`config.mk`:
```
export PLATFORM = sky130hd
export DESIGN_NAME = spi_av_writer
export DESIGN_NICKNAME = d
export VERILOG_FILES = /design/src/rtl/spi_av_writer.sv
export SDC_FILE = /design/constraint.sdc
export NUM_CORES = 1
export LEC_CHECK = 0
export BUFFER_PORTS_ARGS = -buffer_cell sky130_fd_sc_hd__buf_2
export CAP_MARGIN = 5
export CORE_ASPECT_RATIO = 1.1
export CORE_MARGIN = 3
export CORE_UTILIZATION = 30
export CTS_CLUSTER_DIAMETER = 30
export CTS_CLUSTER_SIZE = 24
export DETAILED_ROUTE_END_ITERATION = 10
export PLACE_DENSITY = 0.61
export SYNTH_ARGS = -nofsm -noshare
export SYNTH_HDL_FRONTEND = slang
export SYNTH_SLANG_ARGS = --single-unit
```
`constraint.sdc`:
```
create_clock -name clk -period 3.22 [get_ports clk]
set_input_delay 0.644 -clock clk [delete_from_list [all_inputs] [get_ports clk]]
set_output_delay 0.644 -clock clk [all_outputs]
set_load 0.03 [all_outputs]
```
`src/rtl/spi_av_writer.sv`:
```
`default_nettype none
// +----------------------------------------------------------------------------+
// | Module   : spi_av_writer                                                   |
// | Purpose  : Avalon-MM write side of SpeedSPI: TX FIFO feeding the engine.   |
// | Revision : 1.0                                                             |
// +----------------------------------------------------------------------------+
module spi_av_writer #(
   parameter logic [1:0] OFFSET = 2'd0,
   parameter int         DEPTH  = 4
) (
   input  logic        clk,
   input  logic        rst,
   input  logic        avs_s0_write,
   input  logic        avs_s0_read,
   input  logic [15:0] avs_s0_address,
   input  logic [31:0] avs_s0_writedata,
   output logic [31:0] avs_s0_readdata,
   output logic        write_start,
   output logic [7:0]  write_data,
   input  logic        write_done
);
   localparam int                 c_PTR_W     = $clog2(DEPTH);
   localparam logic [3:0]         c_DEPTH_CNT = 4'(DEPTH);
   localparam logic [c_PTR_W-1:0] c_PTR_ONE   = c_PTR_W'(1);

   typedef enum logic [1:0] {
      ST_IDLE  = 2'd0,
      ST_START = 2'd1,
      ST_WAIT  = 2'd2
   } state_t;

   state_t             r_state;
   logic [7:0]         r_mem [DEPTH];
   logic [c_PTR_W-1:0] r_wr_ptr;
   logic [c_PTR_W-1:0] r_rd_ptr;
   logic [3:0]         r_count;
   logic               r_overflow;
   logic [31:0]        r_readdata;
   logic               r_write_start;
   logic [7:0]         r_write_data;

   logic        w_hit;
   logic        w_wr_byte;
   logic        w_wr_ctrl;
   logic        w_rd_status;
   logic        w_full;
   logic        w_empty;
   logic        w_busy;
   logic        w_flush;
   logic        w_ovf_clr;
   logic        w_push;
   logic        w_pop;
   logic [31:0] w_status;
   logic        w_unused;

   assign w_hit       = (avs_s0_address[15:3] == {10'b0, OFFSET, 1'b0});
   assign w_wr_byte   = avs_s0_write & w_hit & (avs_s0_address[2:0] == 3'h1);
   assign w_wr_ctrl   = avs_s0_write & w_hit & (avs_s0_address[2:0] == 3'h4);
   assign w_rd_status = avs_s0_read  & w_hit & (avs_s0_address[2:0] == 3'h3);

   assign w_full    = (r_count == c_DEPTH_CNT);
   assign w_empty   = (r_count == 4'd0);
   assign w_busy    = (r_state != ST_IDLE) | ~w_empty;
   assign w_flush   = w_wr_ctrl & avs_s0_writedata[1];
   assign w_ovf_clr = w_wr_ctrl & avs_s0_writedata[0];
   // Fullness is judged before this edge, so a pop on the same edge never rescues a push.
   assign w_push    = w_wr_byte & ~w_full & ~w_flush;
   assign w_pop     = (r_state == ST_IDLE) & ~w_empty;
   assign w_status  = {24'b0, r_count, r_overflow, w_full, w_empty, w_busy};
   assign w_unused  = ^avs_s0_writedata[31:8];

   assign avs_s0_readdata = r_readdata;
   assign write_start     = r_write_start;
   assign write_data      = r_write_data;

   always_ff @(posedge clk) begin
      if (w_push)
         r_mem[r_wr_ptr] <= avs_s0_writedata[7:0];
   end

   always_ff @(posedge clk or negedge rst) begin
      if (!rst) begin
         r_state       <= ST_IDLE;
         r_wr_ptr      <= '0;
         r_rd_ptr      <= '0;
         r_count       <= 4'd0;
         r_overflow    <= 1'b0;
         r_readdata    <= 32'd0;
         r_write_start <= 1'b0;
         r_write_data  <= 8'd0;
      end else begin
         r_readdata <= w_rd_status ? w_status : 32'd0;

         if (w_wr_byte && w_full)
            r_overflow <= 1'b1;
         else if (w_ovf_clr)
            r_overflow <= 1'b0;

         if (w_flush) begin
            r_wr_ptr <= '0;
            r_rd_ptr <= '0;
            r_count  <= 4'd0;
         end else begin
            if (w_push)
               r_wr_ptr <= r_wr_ptr + c_PTR_ONE;
            if (w_pop)
               r_rd_ptr <= r_rd_ptr + c_PTR_ONE;
            r_count <= r_count + {3'b0, w_push} - {3'b0, w_pop};
         end

         // A flush does not cancel the byte already handed to the engine.
         case (r_state)
            ST_IDLE: begin
               if (w_pop) begin
                  r_write_data  <= r_mem[r_rd_ptr];
                  r_write_start <= 1'b1;
                  r_state       <= ST_START;
               end
            end
            ST_START: begin
               r_write_start <= 1'b0;
               r_state       <= ST_WAIT;
            end
            ST_WAIT: begin
               if (write_done)
                  r_state <= ST_IDLE;
            end
            default: begin
               r_write_start <= 1'b0;
               r_state       <= ST_IDLE;
            end
         endcase
      end
   end
endmodule
`default_nettype wire

```
Word-level counts from Yosys, hierarchy flattened
Memories as Yosys holds them, arrays and structs flattened. A register that Yosys moved wholly into a read port is not among the register bits.
Index checks and enable logic that the tools add are counted.
Widths: inputs -> output; s select.
Storage, ports and cells
  bits in registers: 20
  bits in writable memories: 32
  bits of input ports: 53
  output and inout bits: 41
  logic and storage cells: 62
  memories: 1
Cells by class
  add/sub/neg operators: 4
  equality and inequality tests: 8
  multiplexer cells: 15
  bitwise logic cells: 15
  reductions and logical operators: 12
Memories
  r_mem: depth 4, width 8, rd ports 1, clocked after Yosys merged registers in 1, write ports 1, line 33  | logic [7:0] r_mem [DEPTH];
Operators by type and width (number)
  $logic_not 13->1: 1
  $mux 2: 6
  $and 1x1->1: 10
  $mux 8: 1
  $reduce_bool 2->1: 4
  $pmux 2 s3: 1
  $reduce_and 2->1: 3
  $mux 1: 5
  $add 2x1->2 const B: 2
  $add 4x1->4: 1
  $eq 4x3->1 const B: 1
  $logic_not 4->1: 1
  $mux 4: 1
  $ne 2x2->1 const B: 2
  $not 1->1: 4
  $sub 4x1->4: 1
  $eq 3x1->1 const B: 1
  $eq 3x2->1 const B: 1
  $eq 3x3->1 const B: 1
  $eq 2x1->1 const B: 1
  $eq 2x2->1 const B: 1
  $logic_not 2->1: 1
  $pmux 1 s2: 1
  $logic_and 1x1->1: 1
  other kinds (2): 2

Longest topological paths before layout
Gate-level depths: netlist (run 1).
  depth after elaboration: 9
  gate-level depth with buffers: 12
  gate-level depth less buffers: 12

Worst setup path after synthesis (run 1)
No wires, ideal clock.
  path type: input to register
  start: in avs_s0_address[1]
  end: reg r_count[2]
  setup time: 132 ps
  arrival time: 2469 ps
  data required time: 3088 ps
  path slack: 619 ps
  stages: 10
  buffers on the path: 0
  path through: nor4b_1 -> and4_1 -> and3_1 -> inv_2 -> ha_1 -> inv_1 -> ha_1 -> fa_1 -> xnor2_1 -> nor2_1
On the way
  cells in the longest elaborated chain, start to end: 8
  elaborated cells on any way between the ends: 11
  classes of those cells: add/sub (2); eq/ne (2); mux (1); bitwise (6)
RTL lines
  start: declaration: line 15  | input logic [15:0] avs_s0_address,
  $eq 3x3->1: line 58  | assign w_wr_ctrl = avs_s0_write & w_hit & (avs_s0_address[2:0] == 3'h4);
  $and 1x1->1: line 58
  $and 1x1->1: line 64  | assign w_flush = w_wr_ctrl & avs_s0_writedata[1];
  $not 1->1: line 67  | assign w_push = w_wr_byte & ~w_full & ~w_flush;
  $and 1x1->1: line 67
  $add 4x1->4: line 108  | r_count <= r_count + {3'b0, w_push} - {3'b0, w_pop};
  $sub 4x1->4: line 108
  $mux 4 (*): line 99  | if (w_flush) begin
  end signal: assignment: line 108
  end: declaration: line 36  | logic [3:0] r_count;
Every way passes the cells marked *; elsewhere a longest branch is shown, timed or not.
A chain may end at the register's enable or synchronous reset.

Worst setup path in the final report (run 1)
  start: in avs_s0_address[6]
  end: reg r_count[2]
On the way
  cells in the longest elaborated chain, start to end: 9
  elaborated cells on any way between the ends: 11
  classes of those cells: add/sub (2); mux (1); bitwise (7); reduce/logical (1)
RTL lines
  $logic_not 13->1 (*): line 56  | assign w_hit = (avs_s0_address[15:3] == {10'b0, OFFSET, 1'b0});
  $and 1x1->1 (*): line 57, 58
  $and 1x1->1: line 58
  $and 1x1->1: line 64
  $not 1->1: line 67
  $and 1x1->1: line 67
  $add 4x1->4: line 108
  $sub 4x1->4: line 108
  $mux 4 (*): line 99
Marked as above.

==> reports/metrics.yaml, run 1 <==
run_status: "completed"
synth.cell_area_um2: 2750
antenna_violating_nets_post_route: 0
final_layout_size_suffix_gt1_share_pct: 36.3
cts-resized-gates: 0
ys_flop_type: "sky130_fd_sc_hd__edfxtp_1"
synthesis.area_per_instance_um2: 15.0
synthTopCellsByArea: "sky130_fd_sc_hd__edfxtp_1, sky130_fd_sc_hd__dfrtp_1, sky130_fd_sc_hd__buf_4"
skew_ps: 12.8
avg_vias_per_cell: 4.16
cts-htree-levels: 3
timing_worst_setup_path_type: "in2reg"
syn-instance-count: 183
detailedPlace.worstSlack_ps: 216
clkLatencyLatePin_ps: 330
synth_sequential_area_ratio_pct: 60.4
die_w_um: 97.3
routabilityCongestion: 0.721
ir_drop_mv: 0.210
finalHoldWorstSlack_ps: 334
power_density_nw_per_um2: 841
totalPowerFinal_w: 0.00272
post_cts.repair.setup_buffers: 0
placementRows: 36
initial_antenna_violation_count: 0
ys.warnings.count: 0
crit_required_ps: 3410
synth-edff-count: 32
rsz0062_at_grt: "no"
syn2layout_area_growth_pct: 17.8
post_cts_hold_buffer_count: 0
starting_density_of_the_core_pct: 31.0
final_hold_viol_count: 0
remaining_drc_errors: 0
detail_route.wl_per_cell_um: 12.5
worstMarginPinSlew_ps: 646
timing.fmax_mhz: 381
post-route-worst-setup-slack_ps: 597
worst_setup_path_startpoint: "avs_s0_address[6]"
io_buffer_count: 45
synth.distinct_cells: 43
arrival_ps: 2810
insertedDiodeCount: 0
drt-initial-drc-count: 44
leakagePower_nw: 1.40
setup.worst_path.start_class: "primary input"
critical_path_peak_fanout: 6
clockBufferDepth: 2
synthDominantCellAreaShare_pct: 35.0
finalCriticalPeriod_ps: 2620
total_negative_setup_slack_ps: 0
final_net_count: 299
routed_vias: 1472
post-route-period-util_pct: 81.5
clock_sink_count: 60
post_synthesis_cell_type_with_the_largest_combined_area: "sky130_fd_sc_hd__edfxtp_1"
core-area_um2: 8870
cts_root_buffer: "sky130_fd_sc_hd__clkbuf_8"
slew_headroom_pct: 57.0
end_kind: "flip-flop"
drv_slew: 0
die_footprint_um2: 10300
io_pins: 94
max_cap_violations: 0
firstDrtPassIters: 4
clkSlewWorstSetupHoldPaths_ps: 70
async_set_or_reset_flop_fraction_in_the_synthesized_netlist_pct: 46.7
grt_start_max_net_pins: 29
die-height_um: 106
global_route.usage.total_pct: 9.08
grt_pass1_vias: 1481
global_route_wire_length_before_repair_mm: 7.19
tritoncts_clock_tree: "done"
tritoncts.num_buffers: 9
detail_route.wirelength_mm: 4.41
filler_cell_count: 854
grt_overflow: 0
critical_path.reg2reg.startpoint: "r_count[3]$_DFF_PN0_"
post_dp_hpwl_mm: 3.21
setup_viol: 0
synth-seq-cells: 60
worst_hold_path_type: "in2async"
[flip-flops by register name, indices dropped and copies added, names as in the netlist]
name             flops
r_mem               32
write_start          1
r_overflow           1
r_count              4
r_state              2
write_data           8
r_wr_ptr             2
avs_s0_readdata      8
r_rd_ptr             2
[worst max-delay path, stage by stage]
cell and delay [ps]:
sky130_fd_sc_hd__buf_2 120, sky130_fd_sc_hd__nor4b_1 380, sky130_fd_sc_hd__and4_1 250, sky130_fd_sc_hd__and3_1 270
sky130_fd_sc_hd__inv_2 60, sky130_fd_sc_hd__ha_1 270, sky130_fd_sc_hd__inv_1 40, sky130_fd_sc_hd__ha_1 190
sky130_fd_sc_hd__fa_1 380, sky130_fd_sc_hd__xnor2_1 150, sky130_fd_sc_hd__nor2_1 50
[where the power goes]
group | total [W] | switching (W) | leakage, nW | internal [W]
Clock | 0.000810 | 0.000273 | 0.117 | 0.000536
Combinational | 0.000856 | 0.000420 | 0.649 | 0.000437
Sequential | 0.00106 | 0.000126 | 0.630 | 0.000931
Total | 0.00272 | 0.000819 | 1.40 | 0.00190
[synthesized netlist by cell type, types with 4 or more instances]
cell and n:
sky130_fd_sc_hd__nand2_1 4, sky130_fd_sc_hd__nor2_1 7, sky130_fd_sc_hd__ha_1 10, sky130_fd_sc_hd__edfxtp_1 32
sky130_fd_sc_hd__buf_4 24, sky130_fd_sc_hd__nor2b_1 4, sky130_fd_sc_hd__inv_1 9, sky130_fd_sc_hd__and2_1 8
sky130_fd_sc_hd__mux2_4 7, sky130_fd_sc_hd__mux4_2 8, sky130_fd_sc_hd__dfrtp_1 28
[through the flow]
| stage | utilization (%) | area (um2) | std cells |
|---|---|---|---|
| finish | 36.5 | 3240 | 354 |
| global route | 36.5 | 3240 | 354 |
| CTS | 36.5 | 3240 | 354 |
| detailed placement | 33.7 | 2990 | 338 |
| global placement | 33.7 | 2990 | 338 |
| floorplan | - | 2840 | 206 |
[cell type report]
type                            instances  area, um2  area share, %
Sequential cell                        60       1660           51.3
Multi-Input combinational cell        109        927           28.6
Timing Repair Buffer                   45        225           6.96
Clock buffer                           12        145           4.48
Tap cell                              114        143           4.41
Clock inverter                          4       97.6           3.02
Inverter                               10       37.5           1.16
[final timing paths]
check                                            end  slack [ps]  cells past startpoint
max                             r_count[2]$_DFF_PN0_         600                     11
max reg2reg                     r_count[3]$_DFF_PN0_         700                     12
max in group asynchronous       r_count[0]$_DFF_PN0_        2450                      1
min in group clk             write_start$_DFFE_PN0P_         480                      1
min                        write_data[6]$_DFFE_PN0P_         330                      1
min reg2reg                  write_start$_DFFE_PN0P_         480                      1
[routing by layer]
| metal | GRT usage (%) | up-vias | wire length (um) | part of all wire, % |
|---|---|---|---|---|
| li1 | - | 708 | - | - |
| met1 | 10.5 | 708 | 1840 | 42 |
| met2 | 15.0 | 50 | 2160 | 49 |
| met3 | 3.08 | 6 | 321 | 7.3 |
| met4 | 4.75 | 0 | 86 | 1.9 |
| met5 | 0 | - | 0 | 0 |
[cells in the final DEF (no fill, tap or decap), types with 8 or more instances in the layout]
cell type / Yosys / routed
sky130_fd_sc_hd__dfrtp_1: 28 / 28
sky130_fd_sc_hd__buf_2: 1 / 45
sky130_fd_sc_hd__edfxtp_1: 32 / 32
sky130_fd_sc_hd__inv_1: 9 / 9
sky130_fd_sc_hd__and2_1: 8 / 8
sky130_fd_sc_hd__ha_1: 10 / 10
sky130_fd_sc_hd__conb_1: 1 / 24
sky130_fd_sc_hd__clkbuf_8: 0 / 10
sky130_fd_sc_hd__mux4_2: 8 / 8
[kinds of logic (layout without fill, tap and decap cells)]
logic type	after synthesis	count (layout)	synth area share [%]
flip-flops	60	60	60.4
AND/OR/NAND/NOR	44	44	10.6
buffers and inverters	37	71	8.97
multiplexers	16	16	10.8
adder cells (fa/ha/maj)	11	11	5.28
AO/OA/AOI/OAI	10	10	2.50
XOR/XNOR	4	4	1.27
other	1	24	0.136
(Power assumes the default switching activity.)
==> run 2: changes to the inputs <==
--- a/config.mk
+++ b/config.mk
@@ -13,7 +13,7 @@
 export CTS_CLUSTER_DIAMETER = 30
 export CTS_CLUSTER_SIZE = 24
 export DETAILED_ROUTE_END_ITERATION = 10
-export PLACE_DENSITY = 0.61
+export PLACE_DENSITY = 0.63
 export SYNTH_ARGS = -nofsm -noshare
 export SYNTH_HDL_FRONTEND = slang
 export SYNTH_SLANG_ARGS = --single-unit
==> constraint.sdc (replaced) <==
create_clock -name clk -period 2.35 [get_ports clk]
set_input_delay 0.47 -clock clk [delete_from_list [all_inputs] [get_ports clk]]
set_output_delay 0.47 -clock clk [all_outputs]
set_load 0.03 [all_outputs]
==> reports/metrics.yaml, run 2 (same netlist as run 1, synthesis figures left out) <==
cts-htree-levels: 3  # unchanged
cp_num_cells: 9  # -2
drt-initial-drc-count: 53  # +20%
timing.critical_path.cells: "inv_2 -> ha_4 -> or3b_4 -> and2_4 -> ha_4 -> inv_2 -> ha_4 -> fa_2 -> nor2b_1"
grt_pass1_vias: 1561  # +5.4%
setup_viol: 0  # unchanged
die_w_um: 97.3  # unchanged
filler_cell_count: 827  # -3.2%
worstMarginPinSlew_ps: 638  # -7.60 ps
timing_worst_setup_path_type: "reg2reg"
final_cell_mix: "sky130_fd_sc_hd__buf_2, sky130_fd_sc_hd__edfxtp_1, sky130_fd_sc_hd__dfrtp_1"
tritoncts.num_buffers: 9  # unchanged
leakagePower_nw: 1.46  # +4.4%
totalPowerFinal_w: 0.00362  # +33%
starting_density_of_the_core_pct: 31.0  # unchanged
routed_vias: 1548  # +5.2%
final_hold_viol_count: 0  # unchanged
worst_hold_path_type: "in2async"
final_layout_size_suffix_gt1_share_pct: 44.6  # +8.3 points
total_negative_setup_slack_ps: 0  # unchanged
clock_sink_count: 60  # unchanged
arrival_ps: 2530  # -280 ps
multi_input_comb_area_um2: 987  # +6.5%
drv_slew: 0  # unchanged
end_kind: "flip-flop"
worst_r2r_path_depth: 9  # -3
global_route.usage.total_pct: 9.48  # +0.40 points
post_dp_hpwl_mm: 3.40  # +6.0%
post-place-cells: 355  # +5.0%
critical_path_peak_fanout: 4  # -2
global_route_wire_length_before_repair_mm: 7.61  # +5.9%
grt_start_max_net_pins: 29  # unchanged
cts_root_buffer: "sky130_fd_sc_hd__clkbuf_8"
detail_route.wl_per_cell_um: 12.4  # -0.35%
final-instance-count-excl-fill: 372  # +5.1%
final_net_count: 317  # +6.0%
largest-register: "r_mem"
slew_headroom_pct: 57.5  # +0.51 points
worst_path_dominant_cell_family: "adder cells"
setup.worst_path.start_class: "flip-flop"
tritoncts_clock_tree: "done"
max_cap_violations: 0  # unchanged
firstDrtPassIters: 4  # unchanged
skew_ps: 6.80  # -6.01 ps
sequential_cell_area_um2: 1660  # unchanged
clockBufferDepth: 2  # unchanged
syn2layout_area_growth_pct: 22.8
utilization_pct: 38.0  # +1.6 points
crit_path_max_incr_delay_ps: 500  # +120 ps
critical_path.n_buffers_inverters: 2  # -1
rsz0062_at_grt: "yes"
io_pins: 94  # unchanged
routabilityCongestion: 0.734  # +1.8%
remaining_drc_errors: 0  # unchanged
io_buffer_count: 45  # unchanged
largest_register_ffs: 32  # unchanged
detail_route.wirelength_mm: 4.62  # +4.7%
core-area_um2: 8870  # unchanged
die_footprint_um2: 10300  # unchanged
placementRows: 36  # unchanged
clkLatencyLatePin_ps: 320  # about the same
crit_required_ps: 2610  # -800 ps
run_status: "completed"
antenna_violating_nets_post_route: 0  # unchanged
critical-path-slowest-cell: "sky130_fd_sc_hd__fa_2"
initial_antenna_violation_count: 0  # unchanged
final_common_cell: "sky130_fd_sc_hd__buf_2"
clkSlewWorstSetupHoldPaths_ps: 60  # about the same
timing.fmax_mhz: 441
worst_path_most_repeated_cell: "sky130_fd_sc_hd__ha_4"
post-route-period-util_pct: 96.5
finalCriticalPeriod_ps: 2270
insertedDiodeCount: 0  # unchanged
avg_vias_per_cell: 4.16  # about the same
finalHoldWorstSlack_ps: 166  # -168 ps
post_cts_hold_buffer_count: 0  # unchanged
power_density_nw_per_um2: 1070  # +28%
grt_overflow: 0  # unchanged
die-height_um: 106  # unchanged
ir_drop_mv: 0.364  # +74%
## run 2: cell count changes in the layout (fill, tap and decap cells not counted), moves of 2 or more
cell                        previous run  this run
sky130_fd_sc_hd__ha_4                  0         3
sky130_fd_sc_hd__inv_2                 1         3
sky130_fd_sc_hd__bufinv_16             3         1
sky130_fd_sc_hd__clkinv_1              0         2
sky130_fd_sc_hd__ha_1                 10         6
sky130_fd_sc_hd__clkinv_2              0         2
sky130_fd_sc_hd__buf_4                 0        18
sky130_fd_sc_hd__inv_1                 9         6
## run 2: power breakdown
group	switching, W	internal [W]
combinational	0.000624	0.000689
sequential	0.000182	0.00128
clock	0.000370	0.000478
## run 2: path summary, 6_finish.rpt
path	slack (ps)	to	from
max in group asynchronous	1770	r_rd_ptr[0]$_DFFE_PN0P_	rst
worst min register to register	480	write_start$_DFFE_PN0P_	write_start$_DFFE_PN0P_
worst max-delay path	80	r_count[1]$_DFF_PN0_	r_count[2]$_DFF_PN0_
min in group clk	360	r_mem[1][5]$_DFFE_PP_	avs_s0_writedata[5]
worst max register to register	80	r_count[1]$_DFF_PN0_	r_count[2]$_DFF_PN0_
worst min-delay path	170	avs_s0_readdata[4]$_DFF_PN0_	rst
## run 2: layout make-up
class                   count  share of cell area [%]
clock buffers              10                    3.78
well taps                 114                    4.23
multi-input cells         109                    29.3
inverters                  10                    1.19
clock inverters             6                    1.63
repair buffers             63                    10.7
flip-flops and latches     60                    49.2
## run 2: worst register-to-register path, stage by stage (launching register included)
cell                      delay, ps
sky130_fd_sc_hd__dfrtp_1        400
sky130_fd_sc_hd__inv_2           90
sky130_fd_sc_hd__ha_4           120
sky130_fd_sc_hd__or3b_4         380
sky130_fd_sc_hd__and2_4         170
sky130_fd_sc_hd__ha_4           250
sky130_fd_sc_hd__inv_2           30
sky130_fd_sc_hd__ha_4           150
sky130_fd_sc_hd__fa_2           500
sky130_fd_sc_hd__nor2b_1        110
## run 2: what timing repair did
action | CTS | global route
setup buffers | 0 | 1
pin swaps | 0 | 2
resized for setup | 2 | 5
endpoints found under the hold margin | 0 | 0
cloned | 0 | 0
endpoints found under the setup margin | 2 | 3
## run 2: metrics by stage
step                setup slack (ps)  area, um2
floorplan                      -19.8       2880
global placement                -152       3160
detailed placement              -182       3160
CTS                             21.4       3350
global route                   -21.6       3370
finish                          81.8       3370
## run 2: metal layers
metal  vias to the layer above  GRT usage [%]  routed length, um
met1                       751           10.9               1860
met2                        48           15.8               2370
met5                         -              0                  0
li1                        744              -                  -
met3                         5           2.95                305
met4                         0           5.04                 89
